===== config.mk =====
export PLATFORM = sky130hd
export DESIGN_NAME = mips_multicycle_ctrl
export DESIGN_NICKNAME = d
export VERILOG_FILES = /design/src/rtl/mips_ctrl_pkg.sv /design/src/rtl/mips_multicycle_ctrl.sv
export SDC_FILE = /design/constraint.sdc
export NUM_CORES = 1
export LEC_CHECK = 0
export BUFFER_PORTS_ARGS = -buffer_cell sky130_fd_sc_hd__buf_4
export CORE_AREA = 2 2 39 41
export DETAILED_ROUTE_END_ITERATION = 8
export DIE_AREA = 0 0 41 43
export PLACE_DENSITY = 0.69
export SYNTH_ARGS = -nofsm -noshare
export SYNTH_HDL_FRONTEND = slang
export SYNTH_SLANG_ARGS = --single-unit
export TNS_END_PERCENT = 50

===== constraint.sdc =====
create_clock -name clk -period 1.3 [get_ports clk]
set_input_delay 0.26 -clock clk [delete_from_list [all_inputs] [get_ports clk]]
set_output_delay 0.26 -clock clk [all_outputs]
set_load 0.05 [all_outputs]

===== src/rtl/mips_ctrl_pkg.sv =====
//------------------------------------------------------------------------------
// Module   : mips_ctrl_pkg
// Brief    : State, opcode and datapath-select encodings for the multicycle
//            MIPS main controller. MIPS_CTRL_BNE_EN adds the BNE state.
// Revision : 1.0  initial release
//------------------------------------------------------------------------------
`default_nettype none

package mips_ctrl_pkg;

  typedef enum logic [3:0] {
    S_FETCH  = 4'd0,
    S_DECODE = 4'd1,
    S_MEMADR = 4'd2,
    S_MEMRD  = 4'd3,
    S_MEMWB  = 4'd4,
    S_MEMWR  = 4'd5,
    S_EXEC   = 4'd6,
    S_RWB    = 4'd7,
    S_BEQ    = 4'd8,
    S_ADDIEX = 4'd9,
    S_ADDIWB = 4'd10,
`ifdef MIPS_CTRL_BNE_EN
    S_BNE    = 4'd12,
`endif
    S_JUMP   = 4'd11
  } state_t;

  localparam logic [5:0] OP_RTYPE = 6'b000000;
  localparam logic [5:0] OP_LW    = 6'b100011;
  localparam logic [5:0] OP_SW    = 6'b101011;
  localparam logic [5:0] OP_BEQ   = 6'b000100;
  localparam logic [5:0] OP_BNE   = 6'b000101;
  localparam logic [5:0] OP_ADDI  = 6'b001000;
  localparam logic [5:0] OP_J     = 6'b000010;

  localparam logic [1:0] ALUOP_ADD   = 2'b00;
  localparam logic [1:0] ALUOP_SUB   = 2'b01;
  localparam logic [1:0] ALUOP_FUNCT = 2'b10;

  localparam logic [1:0] SRCB_REG   = 2'b00;
  localparam logic [1:0] SRCB_FOUR  = 2'b01;
  localparam logic [1:0] SRCB_IMM   = 2'b10;
  localparam logic [1:0] SRCB_IMMSH = 2'b11;

  localparam logic [1:0] PCSRC_ALU    = 2'b00;
  localparam logic [1:0] PCSRC_ALUOUT = 2'b01;
  localparam logic [1:0] PCSRC_JUMP   = 2'b10;

endpackage

`default_nettype wire


===== src/rtl/mips_multicycle_ctrl.sv =====
//------------------------------------------------------------------------------
// Module   : mips_multicycle_ctrl
// Brief    : Moore main controller for the multicycle MIPS datapath.
//            Define MIPS_CTRL_BNE_EN to add bne support (pc_write_cond_ne).
// Revision : 1.0  initial release
//------------------------------------------------------------------------------
`default_nettype none

module mips_multicycle_ctrl
  import mips_ctrl_pkg::*;
#(
  parameter int OPW = 6,
  parameter int STW = 4
) (
  input  logic           clk,
  input  logic           reset_n,
  input  logic [OPW-1:0] opcode,
  output logic           pc_write,
  output logic           pc_write_cond,
`ifdef MIPS_CTRL_BNE_EN
  output logic           pc_write_cond_ne,
`endif
  output logic           iord,
  output logic           mem_read,
  output logic           mem_write,
  output logic           ir_write,
  output logic           mem_to_reg,
  output logic           reg_dst,
  output logic           reg_write,
  output logic           alu_src_a,
  output logic [1:0]     alu_src_b,
  output logic [1:0]     alu_op,
  output logic [1:0]     pc_source,
  output logic [STW-1:0] state,
  output logic           illegal_op
);

  state_t r_state;
  state_t w_next;
  logic   r_illegal_op;
  logic   w_illegal;

  always_ff @(posedge clk or negedge reset_n) begin
    if (!reset_n) begin
      r_state      <= S_FETCH;
      r_illegal_op <= 1'b0;
    end else begin
      r_state      <= w_next;
      r_illegal_op <= r_illegal_op | w_illegal;
    end
  end

  always_comb begin
    w_next        = S_FETCH;
    w_illegal     = 1'b0;
    pc_write      = 1'b0;
    pc_write_cond = 1'b0;
`ifdef MIPS_CTRL_BNE_EN
    pc_write_cond_ne = 1'b0;
`endif
    iord          = 1'b0;
    mem_read      = 1'b0;
    mem_write     = 1'b0;
    ir_write      = 1'b0;
    mem_to_reg    = 1'b0;
    reg_dst       = 1'b0;
    reg_write     = 1'b0;
    alu_src_a     = 1'b0;
    alu_src_b     = SRCB_REG;
    alu_op        = ALUOP_ADD;
    pc_source     = PCSRC_ALU;

    case (r_state)
      S_FETCH: begin
        mem_read  = 1'b1;
        ir_write  = 1'b1;
        pc_write  = 1'b1;
        alu_src_b = SRCB_FOUR;
        w_next    = S_DECODE;
      end
      S_DECODE: begin
        // Speculative branch target into ALUOut.
        alu_src_b = SRCB_IMMSH;
        case (opcode)
          OP_RTYPE:     w_next = S_EXEC;
          OP_LW, OP_SW: w_next = S_MEMADR;
          OP_BEQ:       w_next = S_BEQ;
          OP_ADDI:      w_next = S_ADDIEX;
          OP_J:         w_next = S_JUMP;
`ifdef MIPS_CTRL_BNE_EN
          OP_BNE:       w_next = S_BNE;
`endif
          default:      w_illegal = 1'b1;
        endcase
      end
      S_MEMADR, S_ADDIEX: begin
        alu_src_a = 1'b1;
        alu_src_b = SRCB_IMM;
        if (r_state == S_ADDIEX)  w_next = S_ADDIWB;
        else if (opcode == OP_SW) w_next = S_MEMWR;
        else                      w_next = S_MEMRD;
      end
      S_MEMRD: begin
        mem_read = 1'b1;
        iord     = 1'b1;
        w_next   = S_MEMWB;
      end
      S_MEMWB: begin
        reg_write  = 1'b1;
        mem_to_reg = 1'b1;
      end
      S_MEMWR: begin
        mem_write = 1'b1;
        iord      = 1'b1;
      end
      S_EXEC: begin
        alu_src_a = 1'b1;
        alu_op    = ALUOP_FUNCT;
        w_next    = S_RWB;
      end
      S_RWB: begin
        reg_write = 1'b1;
        reg_dst   = 1'b1;
      end
      S_BEQ: begin
        alu_src_a     = 1'b1;
        alu_op        = ALUOP_SUB;
        pc_write_cond = 1'b1;
        pc_source     = PCSRC_ALUOUT;
      end
`ifdef MIPS_CTRL_BNE_EN
      S_BNE: begin
        alu_src_a        = 1'b1;
        alu_op           = ALUOP_SUB;
        pc_write_cond_ne = 1'b1;
        pc_source        = PCSRC_ALUOUT;
      end
`endif
      S_ADDIWB: reg_write = 1'b1;
      S_JUMP: begin
        pc_write  = 1'b1;
        pc_source = PCSRC_JUMP;
      end
      default: w_next = S_FETCH;
    endcase
  end

  assign state      = STW'(r_state);
  assign illegal_op = r_illegal_op;

endmodule

`default_nettype wire


==> metrics list, run 1 <==
- Most frequently used flop master after synthesis: dfrtp_1
- For this run, asynchronously set or reset flops after synthesis account for 100%.
- By area the synthesized netlist is led by dfrtp_1 27%, nor3_1 7.7%, nor2_1 6.6%.
- TritonCTS created 3 clock buffers.
- Mapped Avg Cell Area: around 7.6 um^2
* Routability cong.: around 0.76
- Warnings, synthesis: 0
* Final worst endpoint reported by repair_timing after global routing: reg_write
- Count of placed standard cells including taps: approximately 130
- The floorplan has 14 rows.
* Total half-perimeter wirelength after legalization and detailed placement: approximately 1400 um
- Once the floorplan was initialized, standard cells occupied around a third of the core.
- Yosys cell types: 28
- The die is about 43 um tall.
* First error: [ERROR DPL-0038] Utilization greater than 100%, impossible to legalize
* Cell with the most instances after synthesis: nor2_1
* Simple logic cell fraction of the synthesized area: between 30% and 40%
* Cell chosen for the clock root: clkbuf_4
* Total nets after synthesis: 68
- Last stage reached: global routing
* Number of instances in the synthesized netlist: 60
- Number of sinks on the clock net: 5
- Entering global routing, the biggest net connects 8 pins.
- CTS HTree Levels: 1
* Number of enable-type register cells in the synthesized netlist: 0
* Number of buffer cells added on primary ports: 28
* Floorplan die width: ~41 um
- Top post-synthesis cells by count: 8 x nor2_1, 7 x nor3_1, 5 x dfrtp_1
* # IOs: 29
- Main combinational cell family by area after synthesis: simple AND/OR/NAND/NOR gates
* Proportion of netlist area held by the largest area contributor: between 20% and 30%
* Proportion of synthesized chip area in sequential cells: a little over a quarter
- Summed over all instances, the cell type with the most area after synthesis is dfrtp_1.
* Place WS: -0.346 ns
- Status: did not finish
* Number of buffers on the longest clock path: 2
- Synthesis inferred 5 register bits.
- Summing every instance area after synthesis gives 455 um^2.
* Compound-cell area share of the yosys netlist: between 20 and 25%
* XOR/XNOR Fraction of Synth Area: approximately 5.8%
* Multiplexer fraction of the synthesized cell area: 0%
- The synthesized netlist devotes 0% of its cell area to adder and majority cells.
- After the last repair the worst path ends at a top-level output.
==> metrics by stage <==
step                cell area, um^2  hold WS [ns]  TNS (ns)  util (%)
CTS                            1350         0.345     -5.01      97.6
global placement               1040        0.0622     -2.53      75.5
detailed placement             1040        0.0642     -2.79      75.5
floorplan                       642       -0.0356     -7.94         -
==> timing repair <==
| action | in CTS |
|---|---|
| gates resized for setup | 45 |
| endpoints found under the setup margin | 23 |
| hold buffers | 1 |
| setup buffers | 9 |
| hold endpoints to repair | 5 |
| pin swaps | 6 |
==> cells by family after synthesis <==
group / after synthesis
flip-flops: 5
AND/OR/NAND/NOR: 31
AO/OA/AOI/OAI: 14
buffers and inverters: 7
XOR/XNOR: 3
==> inputs of run 2 (changes only) <==
--- a/config.mk
+++ b/config.mk
@@ -6,10 +6,10 @@
 export NUM_CORES = 1
 export LEC_CHECK = 0
 export BUFFER_PORTS_ARGS = -buffer_cell sky130_fd_sc_hd__buf_4
-export CORE_AREA = 2 2 39 41
+export CORE_AREA = 2 2 63 65
 export DETAILED_ROUTE_END_ITERATION = 8
-export DIE_AREA = 0 0 41 43
-export PLACE_DENSITY = 0.69
+export DIE_AREA = 0 0 65 67
+export PLACE_DENSITY_LB_ADDON = 0.15
 export SYNTH_ARGS = -nofsm -noshare
 export SYNTH_HDL_FRONTEND = slang
 export SYNTH_SLANG_ARGS = --single-unit
==> constraint.sdc (replaced) <==
create_clock -name clk -period 1.7 [get_ports clk]
set_input_delay 0.34 -clock clk [delete_from_list [all_inputs] [get_ports clk]]
set_output_delay 0.34 -clock clk [all_outputs]
set_load 0.05 [all_outputs]
==> run 2 against run 1 <==
Against the previous run:
- the flow now finishes, with violations (setup timing)
- synthesized cell count unchanged
- area after synthesis unchanged
==> metrics list, run 2 <==
* Peak clock frequency supported by timing: around 0.59 GHz
* DRT Pass-1 Iters: 4
- STA puts the critical path data required time at 1.36 ns.
* Vias in the first global route: between 600 and 700
- The worst pin sits at a relative slew slack of a little under three quarters.
- Subtracting the final worst setup slack from the clock period gives 1.70 ns.
- Count of placed standard cells including taps: roughly 140
* Startpoint-to-endpoint class of the critical path: flop to output pin
- Dividing total power by cell area gives a power density of 1970 nW/um^2.
- The mapped netlist covers roughly 460 um^2.
* DIE HEIGHT: 67 um
* Max-slew violations: 0
* Floorplan die width: around 65 um
- Number of buffer cells added on primary ports: 28
- Adding up every negative setup slack in the final design gives -0.00499 ns.
- Final setup violation count: 2
- Wire length of the first global-routing pass: ~2700 um
- Starting Density: 12.6%
- Most common cell after layout, fill and taps aside: buf_4
- Synthesis handed over a netlist of 60 instances.
- Clock-pin slew was measured on the worst setup and hold paths at roughly 0.04 ns.
- Area grow syn2layout: 126%
- In this run the number of H-tree levels came out at 1.
- The register with the most flip-flops in the layout has 4 of them.
- The HPWL after detailed placement is between 1000 and 1500 um.
- Row Count: 22
* Area leader, netlist: dfrtp_1
- TritonCTS built the clock tree.
* Full die area: 4360 um^2
* Final-stage net count: 111
- In this run the worst path has a maximum fanout of 5.
- The netlist uses 28 different library cells.
- Leakage Power: around 0.42 nW
* Placeable core region: 3610 um^2
* Routed wire length per instance: 11.2 um
* Top library cells by usage in the layout, fill and taps aside: 34 x buf_4, 5 x nor3_4, 5 x buf_6
- Fraction of synthesis flops using an asynchronous set or reset pin: 100%
- The worst-case IR drop observed on VDD is 268 uV.
* Total nets after synthesis: just under 70
* Pin count of the biggest net entering global routing: 11
- Proportion of layout cells with a drive suffix above 1: between 70% and 80%
* Number of antenna violations at the first check in global routing: 0
- Max-cap violations in this run came to 0.
* Transition time of the tightest slew-check pin: 0.418 ns
- Place WS: -0.0250 ns
- Across all setup checks in the final design, the least slack found is -0.00288 ns.
- In this run, CTS created clock tree buffers numbering 3.
- In this run the clock root is driven by a clkbuf_8.
- For this run, the share of the core covered by cells in the final layout is between 20% and 30%.
- Violations in the final reports: setup timing
* Cell with the most instances after synthesis: nor2_1
- No sink is reached through more buffers than the 2 on the longest clock path.
- Status: finished with violations
* CP startpoint kind: flop
* Critical path capture point type: output pin
* Total Wirelength: between 1500 and 2000 um
* Fill count: 396
- The number of antenna diodes in the final layout is 0.
- Clock latency on the worst-skew pair, taken at its later pin, is between 0.2 and 0.25 ns.
- Global routing used under 10% of the available tracks across all layers.
- For this run, design rule violations remaining after detail routing come to 0.
* Antenna Violating Nets Remaining: 0
- Number of DRC markers after the initial detailed-route iteration: 17
* Proportion of synthesized chip area in sequential cells: between 20% and 30%
* Arrival time at the worst endpoint: roughly 1.4 ns
- # IOs: 29
- During synthesis, Yosys emitted a total of 0 warnings.
- After global routing the overflow that remains totals 0.
- In the synthesized netlist, the cells that appear most often are 8 x nor2_1, 7 x nor3_1, 5 x dfrtp_1.
- Final Cycle Share: 100%
- For this block, the via count after detailed routing is between 600 and 700.
- Leaving out filler cells and counting taps, the final layout contains 150.
- The clock net in this run drives a total of 5 sinks.
- Fin Clk Skew: roughly 0.00079 ns
* Class of the most critical hold timing path: input port to async pin
- The final hold violation count is 0.
- Most frequently used flop master after synthesis: dfrtp_1
- Register bit total from synthesis: 5
- The worst register-to-register path has a depth of 4.
- Counting flops with a built-in enable in the synthesized netlist gives 0.
- In this run the mean area of a mapped cell was about 7.6 um^2.
* Via density per instance: between 4 and 5
* RSZ-0062 raised after global routing: yes
* Biggest area contributors in the synthesized netlist: dfrtp_1 27%, nor3_1 7.7%, nor2_1 6.6%
- Routability cong.: approximately 0.70
- Proportion of netlist area held by the largest area contributor: a little over a quarter
run 2: cell counts after synthesis:
Identical to the previous run, type by type.
run 2: layout make-up:
cell class / count / area (um^2) / area share (%)
Multi-Input combinational cell: 48 / 437 / 42.5
Clock buffer: 4 / 45.0 / 4.38
Tap cell: 48 / 60.1 / 5.85
Sequential cell: 5 / 130 / 12.7
Inverter: 3 / 13.8 / 1.34
Timing Repair Buffer: 42 / 342 / 33.3
run 2: path summary, 6_finish.rpt:
check                                start            to  slack (ns)
worst max-delay path              state[2]  pc_source[0]      -0.003
worst min-delay path               reset_n    illegal_op        0.47
worst max register to register    state[0]      state[1]        0.16
worst min register to register  illegal_op    illegal_op        0.49
max in group asynchronous          reset_n      state[3]        1.11
min in group clk                 opcode[1]      state[2]        0.47
run 2: kinds of logic (layout without fill, tap and decap cells):
logic type                count (synthesis)  in the layout  synth area share (%)
DFF                                       5              5                  27.5
AOI/OAI and AO/OA                        14             14                  24.5
and+or+nand+nor                          31             31                  35.4
xor gates and xnor gates                  3              3                  5.77
buffers and inverters                     7             49                  6.87
run 2: power by group:
part	total [mW]	switching, mW	internal (mW)
logic	1.59	0.981	0.610
registers	0.210	0.0568	0.153
clock network	0.219	0.0583	0.161
total	2.02	1.10	0.924
run 2: per-stage QoR:
step	area, um^2	hold slack, ns	power, mW
CTS	971	0.457	1.93
global route	1030	0.472	2.13
floorplan	581	0.0444	1.22
finish	1030	0.470	2.02
global placement	862	0.146	1.58
detailed placement	862	0.148	1.58
run 2: metal layers:
layer | part of all wire [%] | routed length, um | vias to the layer above | GRT usage (%)
met1 | 48 | 800 | 272 | 10.5
met5 | 0 | 0 | - | 0
met2 | 46 | 765 | 20 | 13.7
met4 | 1.3 | 22 | 0 | 4.79
met3 | 5.3 | 89 | 2 | 1.01
li1 | - | - | 307 | -
run 2: repair_timing:
item                                    CTS  global route
resized for setup                         4            14
hold endpoints to repair                  5             0
endpoints found under the setup margin    9            12
hold buffers                              1             0
setup buffers                             5             1
pin swaps                                 2             1
run 2: worst max-delay path, cell delays in order (launching register included):
cell and delay, ns:
dfrtp_2 0.41, nand2b_2 0.28, nor3_4 0.23, buf_4 0.22
No activity file was read; power rests on OpenSTA's default activity.
==> inputs of run 3 (changes only) <==
==> constraint.sdc (replaced) <==
create_clock -name clk -period 1.9 [get_ports clk]
set_input_delay 0.38 -clock clk [delete_from_list [all_inputs] [get_ports clk]]
set_output_delay 0.38 -clock clk [all_outputs]
set_load 0.05 [all_outputs]
==> run 3 against run 2 <==
Against the previous run:
- the run now ends clean
- register-to-register slack better by 0.22 ns
- cell count decreased by 3.3%
- clock power decreased by 12%
- largest power group unchanged
==> metrics list, run 3 (synthesized netlist as in run 2, its figures left out) <==
- Routability-driven placement finished with a final weighted congestion of ~0.74.
* Latest clock arrival within the worst-skew pair: approximately 0.22 ns
* Number of sinks on the clock net: 5
* Number of buffer cells added on primary ports: 28
- In this run, CTS created clock tree buffers numbering 3.
- After routing, the total negative slack on setup checks comes to 0 ns.
- Reg area: about 130 um^2
- Slack of the worst reg-to-reg path: between 0.3 and 0.4 ns
* DR vias: around 600
* Number of DRC markers after the initial detailed-route iteration: 8
- On the critical path, the stage with the largest delay is an instance of dfrtp_2.
- Required time of the critical path: approximately 1.5 ns
- Measured in cells, the most critical reg-to-reg path has a length of 3.
* # IOs: 29
* Total Wirelength: 1550 um
- Floorplan die width: approximately 65 um
- The initial antenna violation count was 0.
- Final-stage net count: about 110
- Maximum fanout along the worst path: 4
* Starting Density: between 10% and 20%
- Peak clock frequency supported by timing: between 0.5 and 0.6 GHz
* Number of buffers on the longest clock path: 2
- In this run the worst hold path is classified as flop to flop.
- Slowest stage delay, CP: between 0.4 and 0.5 ns
- After detailed routing, the met2 layer carries about 710 um of wire.
* Endpoint of the worst register-to-register path: state[1]
- Top library cells by usage in the layout, fill and taps aside: 36 x buf_4, 5 x nor2_1, 4 x nor3_4
- Setup repair after global routing left no endpoint under its margin.
- The analysis attributes to cell leakage a power of approximately 0.38 nW.
* Most common cell after layout, fill and taps aside: buf_4
- In the routed design, unresolved DRC markers number 0.
- Leaving out filler cells and counting taps, the final layout contains 145.
- Most frequent cell on the critical path: or2_4
- Hold-critical path depth: 1
- After filler insertion, the fill cell instance count of the layout stands at roughly 400.
- TritonCTS built the clock tree.
- Final setup violation count: 0
- DIE HEIGHT: ~67 um
- The register with the most flip-flops in the layout has 4 of them.
- Highest metal layer with signal wires: met4
* Count of placed standard cells including taps: 135
* Row Count: 22
* Transition time of the tightest slew-check pin: roughly 0.37 ns
* Startpoint-to-endpoint class of the critical path: flop to output pin
- Final Cycle Share: a little over nine tenths
- STA classifies the critical path startpoint as a flop.
- The flow ran to the end, and the final reports show no timing, DRC or antenna violations.
* Total routed wire length on the met1 layer: about 700 um
* Pwr Density: ~1700 nW/um^2
* Arrival time at the worst endpoint: around 1.4 ns
- Fin Clk Skew: between 0.0003 and 0.0004 ns
- Max-cap violation count: 0
- Total track usage: 7.60%
- Via density per instance: 4.06
- Pin count of the biggest net entering global routing: 15
- Before antenna repair, the detailed router went through 4 iterations.
* Startpoint of the tightest hold check path: illegal_op
- Max-slew violations: 0
- The signal on the critical path passes through or2_4, nor3_4, or2_4, buf_4.
- VDD sags by at most about 290 uV.
- Placeable core region: 3610 um^2
- Proportion of layout cells with a drive suffix above 1: between 60% and 70%
* Leftover overflow at the end of global routing: 0
- The area growth from synthesis to layout is 103%.
- Critical path capture point type: output pin
- Clock-pin transition on the worst setup and hold timing paths: around 0.03 ns
- Cell chosen for the clock root: clkbuf_8
* CTS HTree Levels: 1
* Full die area: approximately 4400 um^2
- The via count of the first global-routing pass came to about 560.
- The worst pin sits at a relative slew slack of 74.9%.
- R2R Path Start: state[0]
* Total half-perimeter wirelength after legalization and detailed placement: between 1000 and 1500 um
* Sum of met3 wire segment lengths after detailed routing: roughly 110 um
- The final hold violation count is 0.
- The number of antenna diodes in the final layout is 0.
* Wire length of the first global-routing pass: ~2500 um
- Routed wire length per instance: between 10 and 15 um
* Shortest clock period the worst path allows after layout: approximately 1.8 ns
* Footprint of the multi-input gates: 394 um^2
- The worst hold path terminates at illegal_op.
- Antenna Violating Nets Remaining: 0
==> run 3: cell types whose count changed in the layout (fill, tap and decap cells not counted), moves of 2 or more <==
cell | previous run | this run
buf_6 | 5 | 0
nor2_1 | 3 | 5
nor2_2 | 4 | 2
buf_4 | 34 | 36
==> run 3: worst max path at each step <==
stage	start	to	slack [ns]
2_1_floorplan	state[2]	pc_write	-0.24
4_1_cts	state[0]	reg_write	0.02
3_5_place_dp	opcode[2]	illegal_op	0.13
3_3_place_gp	opcode[2]	illegal_op	0.15
5_1_grt	state[0]	reg_write	0.01
6_report	state[3]	pc_write	0.09
==> run 3: cell type report <==
cell class	instances	area share, %
inverters	3	1.22
flip-flops and latches	5	14.4
clock buffers	4	4.88
well taps	48	6.50
multi-input cells	48	42.7
repair buffers	37	30.4
==> run 3: repair_timing <==
| action | in CTS | in global routing |
|---|---|---|
| hold buffers | 1 | 0 |
| endpoints found under the setup margin | 1 | 4 |
| buffers inserted | 2 | 3 |
| resized for setup | 0 | 3 |
| hold endpoints to repair | 5 | 0 |
==> run 3: power by group <==
group	internal [mW]	switching [mW]	total, mW
sequential	0.143	0.0795	0.222
clock	0.144	0.0495	0.193
combinational	0.414	0.776	1.19
==> run 3: worst max-delay path: cells and delay by family, from the launching register on <==
| kind | cells | cell delay (ns) |
|---|---|---|
| simple gates | 3 | 0.61 |
| buf+inv | 1 | 0.18 |
| flops | 1 | 0.42 |
==> run 3: layer usage <==
metal	up-vias	track usage, %
met5	-	0
met4	0	4.79
met3	4	1.52
met2	21	12.0
met1	267	9.41
li1	297	-
==> run 3: metrics by stage <==
stage	hold slack (ns)	instance area (um^2)	total power, mW	util (%)	setup slack [ns]
2_1_floorplan	0.0844	566	1.07	-	-0.236
3_3_place_gp	0.186	826	1.38	22.9	0.152
3_5_place_dp	0.185	826	1.37	22.9	0.128
4_1_cts	0.488	896	1.58	24.8	0.0166
5_1_grt	0.508	923	1.70	25.6	0.0132
6_report	0.480	923	1.60	25.6	0.0850
==> inputs of run 4 (changes only) <==
--- a/config.mk
+++ b/config.mk
@@ -5,6 +5,7 @@
 export SDC_FILE = /design/constraint.sdc
 export NUM_CORES = 1
 export LEC_CHECK = 0
+export ABC_AREA = 1
 export BUFFER_PORTS_ARGS = -buffer_cell sky130_fd_sc_hd__buf_4
 export CORE_AREA = 2 2 63 65
 export DETAILED_ROUTE_END_ITERATION = 8
==> run 4 against run 3 <==
Against the previous run:
- worst setup slack better by 0.0019 ns
- die area did not move
- critical path type unchanged
- area after synthesis up 4.4%
- critical path depth grew 2
- clock power about the same
- core utilization is 2.2 points lower
==> metrics list, run 4 <==
- Net Sw Frac: between 60% and 70%
- Status: complete, no violations
- The number of clock buffers added by TritonCTS is 3.
- The count of pins over their slew limit came to 0.
- Counting along the longest clock path gives a buffer depth of 2.
* Number of DRC markers after the initial detailed-route iteration: 20
- Gates resized during post-CTS repair numbered 0.
- Cell with the most instances after synthesis: nor2_1
- In the finished design, the share of the clock period the worst path needs comes to 95.4%.
- Remaining max-slew budget at the tightest pin: between 80% and 90%
* Vias in the first global route: 580
- Among all flip-flop cells after synthesis, the most frequent one is dfrtp_1.
- Sorting the synthesized cells by area gives the leading types as dfrtp_1 26%, nor2_1 14%, nand2_1 13%.
- STA classifies the critical path startpoint as a flop.
- After synthesis, the share of flip-flops with an asynchronous set or reset is 100%.
- Startpoint-to-endpoint class of the critical path: flop to output pin
* Total Wirelength: 1530 um
- The final hold violation count was 0.
* TritonCTS clock tree: done
- Warnings, synthesis: 0
- Peak clock frequency supported by timing: 0.552 GHz
- Proportion of netlist area held by the largest area contributor: a little over a quarter
- At the worst endpoint, the required time is 1.52 ns.
* Proportion of layout cells with a drive suffix above 1: between 40% and 50%
- The register with the most flip-flops in the layout has 4 of them.
- The biggest area contributor in the post-synthesis netlist is dfrtp_1.
- Final-layout setup total negative slack: 0 ns
- Slack of the worst reg-to-reg path: ~0.71 ns
- Leaving out fill and tap cells, the most frequent cell in the layout is buf_4.
* Number of buffer cells added on primary ports: 28
- Pin count of the biggest net entering global routing: 8
- DR vias: roughly 600
* Full die area: about 4400 um^2
- Yosys cell types: 14
- Total track usage: roughly 7.9%
* Leftover overflow at the end of global routing: 0
* Clock-pin transition on the worst setup and hold timing paths: ~0.03 ns
- After the last flow step, the layout net total stands at 125.
* Register share of total power: a little over an eighth
* Row Count: 22
* Area grow syn2layout: 77.4%
- CTS HTree Levels: 1
- Class of the most critical hold timing path: flop to flop
* Ant. Diodes: 0
- Portion of total power attributed to the clock network: 13.0%
* Proportion of synthesized chip area in sequential cells: a little over a quarter
- Total nets after synthesis: 92
* Shortest clock period the worst path allows after layout: between 1.5 and 2 ns
- Across the routed clock network, the largest skew measured is about 0.00016 ns.
* Leakage Power: ~0.44 nW
- A synthesized cell averages roughly 5.7 um^2.
- Combinational cells account for between 70% and 80% of the total power.
* Starting Density: 13.2%
* Register bit total from synthesis: 5
* RSZ-0062 raised after global routing: no
- Wire length of the first global-routing pass: between 2000 and 3000 um
* Cell internal power dissipation: roughly 580 uW
- Number of enable-type register cells in the synthesized netlist: 0
* Antenna Violating Nets Remaining: 0
* # IOs: 29
- Across the run, the number of max-cap violations was 0.
* Footprint of the multi-input gates: around 320 um^2
- The cell sitting at the root of the clock tree is a clkbuf_8.
- Along the worst hold path, the cell count comes to 2.
* Pwr Density: 1770 nW/um^2
* DRT Pass-1 Iters: 4
* Cell Area, Synth: approximately 480 um^2
- Power comes to approximately 1.5 mW.
* Reported net switching power: 907 uW
- Clock latency on the worst-skew pair, taken at its later pin, is around 0.22 ns.
- By count the netlist is led by 18 x nor2_1, 17 x nand2_1, 15 x inv_1.
- Critical path capture point type: output pin
- DIE HEIGHT: 67 um
* Total half-perimeter wirelength after legalization and detailed placement: 1320 um
- Registers take approximately 130 um^2.
- Top library cells by usage in the layout, fill and taps aside: 28 x buf_4, 16 x nand2_1, 16 x nor2_1
- Highest ir drop seen on vdd: around 430 uV
* Routability cong.: 0.740
- Number of sinks on the clock net: 5
* Transition time of the tightest slew-check pin: 0.283 ns
* Final setup violation count: 0
- Fill count: roughly 420
* Via density per instance: 3.63
- Number of remaining DRC errors: 0
- Worst R2R Path Depth: 5
- Of all nets on the critical path, the largest fanout is 7.
* Floorplan die width: about 65 um
- In this run the post-CTS setup repair buffer count came out at 0.
- Number of instances in the synthesized netlist: 84
- Number of antenna violations at the first check in global routing: 0
* Arrival time at the worst endpoint: 1.43 ns
- After detailed routing, the average wire length per cell comes to ~9.3 um.
* Placeable core region: ~3600 um^2
==> run 4: path summary, 6_finish.rpt <==
| kind | to | startpoint |
|---|---|---|
| max | pc_write | state[1] |
| min reg2reg | illegal_op | illegal_op |
| max reg2reg | state[0] | state[1] |
| max in group asynchronous | state[3] | reset_n |
| min in group asynchronous | state[2] | reset_n |
| min | illegal_op | illegal_op |
==> run 4: worst max-delay path, cell delays in order (launching register included) <==
cell and delay, ns:
dfrtp_2 0.46, nor2_1 0.10, inv_1 0.14, nor2_4 0.14, inv_1 0.10, o21ai_2 0.07
buf_4 0.20
==> run 4: cell type report <==
cell class,instances,area share (%)
clock buffers,4,5.34
multi-input cells,60,38.0
flip-flops and latches,5,15.4
well taps,48,7.12
repair buffers,29,26.1
inverters,18,8.01
==> run 4: stage by stage <==
step	cell area (um^2)	utilization, %	setup slack, ns	hold slack, ns	std cells
2_1_floorplan	526	-	-0.0530	0.0844	84
6_report	843	23.4	0.0869	0.478	164
5_1_grt	843	23.4	0.000105	0.499	164
4_1_cts	843	23.4	0.0580	0.483	164
3_5_place_dp	788	21.9	0.297	0.186	159
3_3_place_gp	788	21.9	0.293	0.185	159
==> run 4: metal layers <==
| layer | GRT usage [%] | wire length (um) | part of all wire [%] |
|---|---|---|---|
| met5 | 0 | 0 | 0 |
| met4 | 3.19 | 25 | 1.6 |
| met3 | 2.70 | 91 | 5.9 |
| met2 | 13.7 | 741 | 48 |
| met1 | 8.78 | 672 | 44 |
==> run 4: cell families after synthesis <==
| group | count (synthesis) | share of synthesized area [%] |
|---|---|---|
| AND/OR/NAND/NOR | 54 | 51.3 |
| flip-flops | 5 | 26.3 |
| buffers and inverters | 19 | 15.8 |
| AO/OA/AOI/OAI | 6 | 6.58 |
==> run 4: power by group through the flow <==
stage,logic (mW),clock network (mW),registers (mW)
final,1.10,0.194,0.196
after global routing,1.18,0.213,0.201
after CTS,1.12,0.200,0.197
after detailed placement,1.12,0,0.198
after global placement,1.12,0,0.198
after floorplan,0.730,0,0.273
==> run 4: what timing repair did <==
item                                    CTS  global route
hold buffers                              1             0
hold endpoints to repair                  5             0
endpoints found under the setup margin    0             0
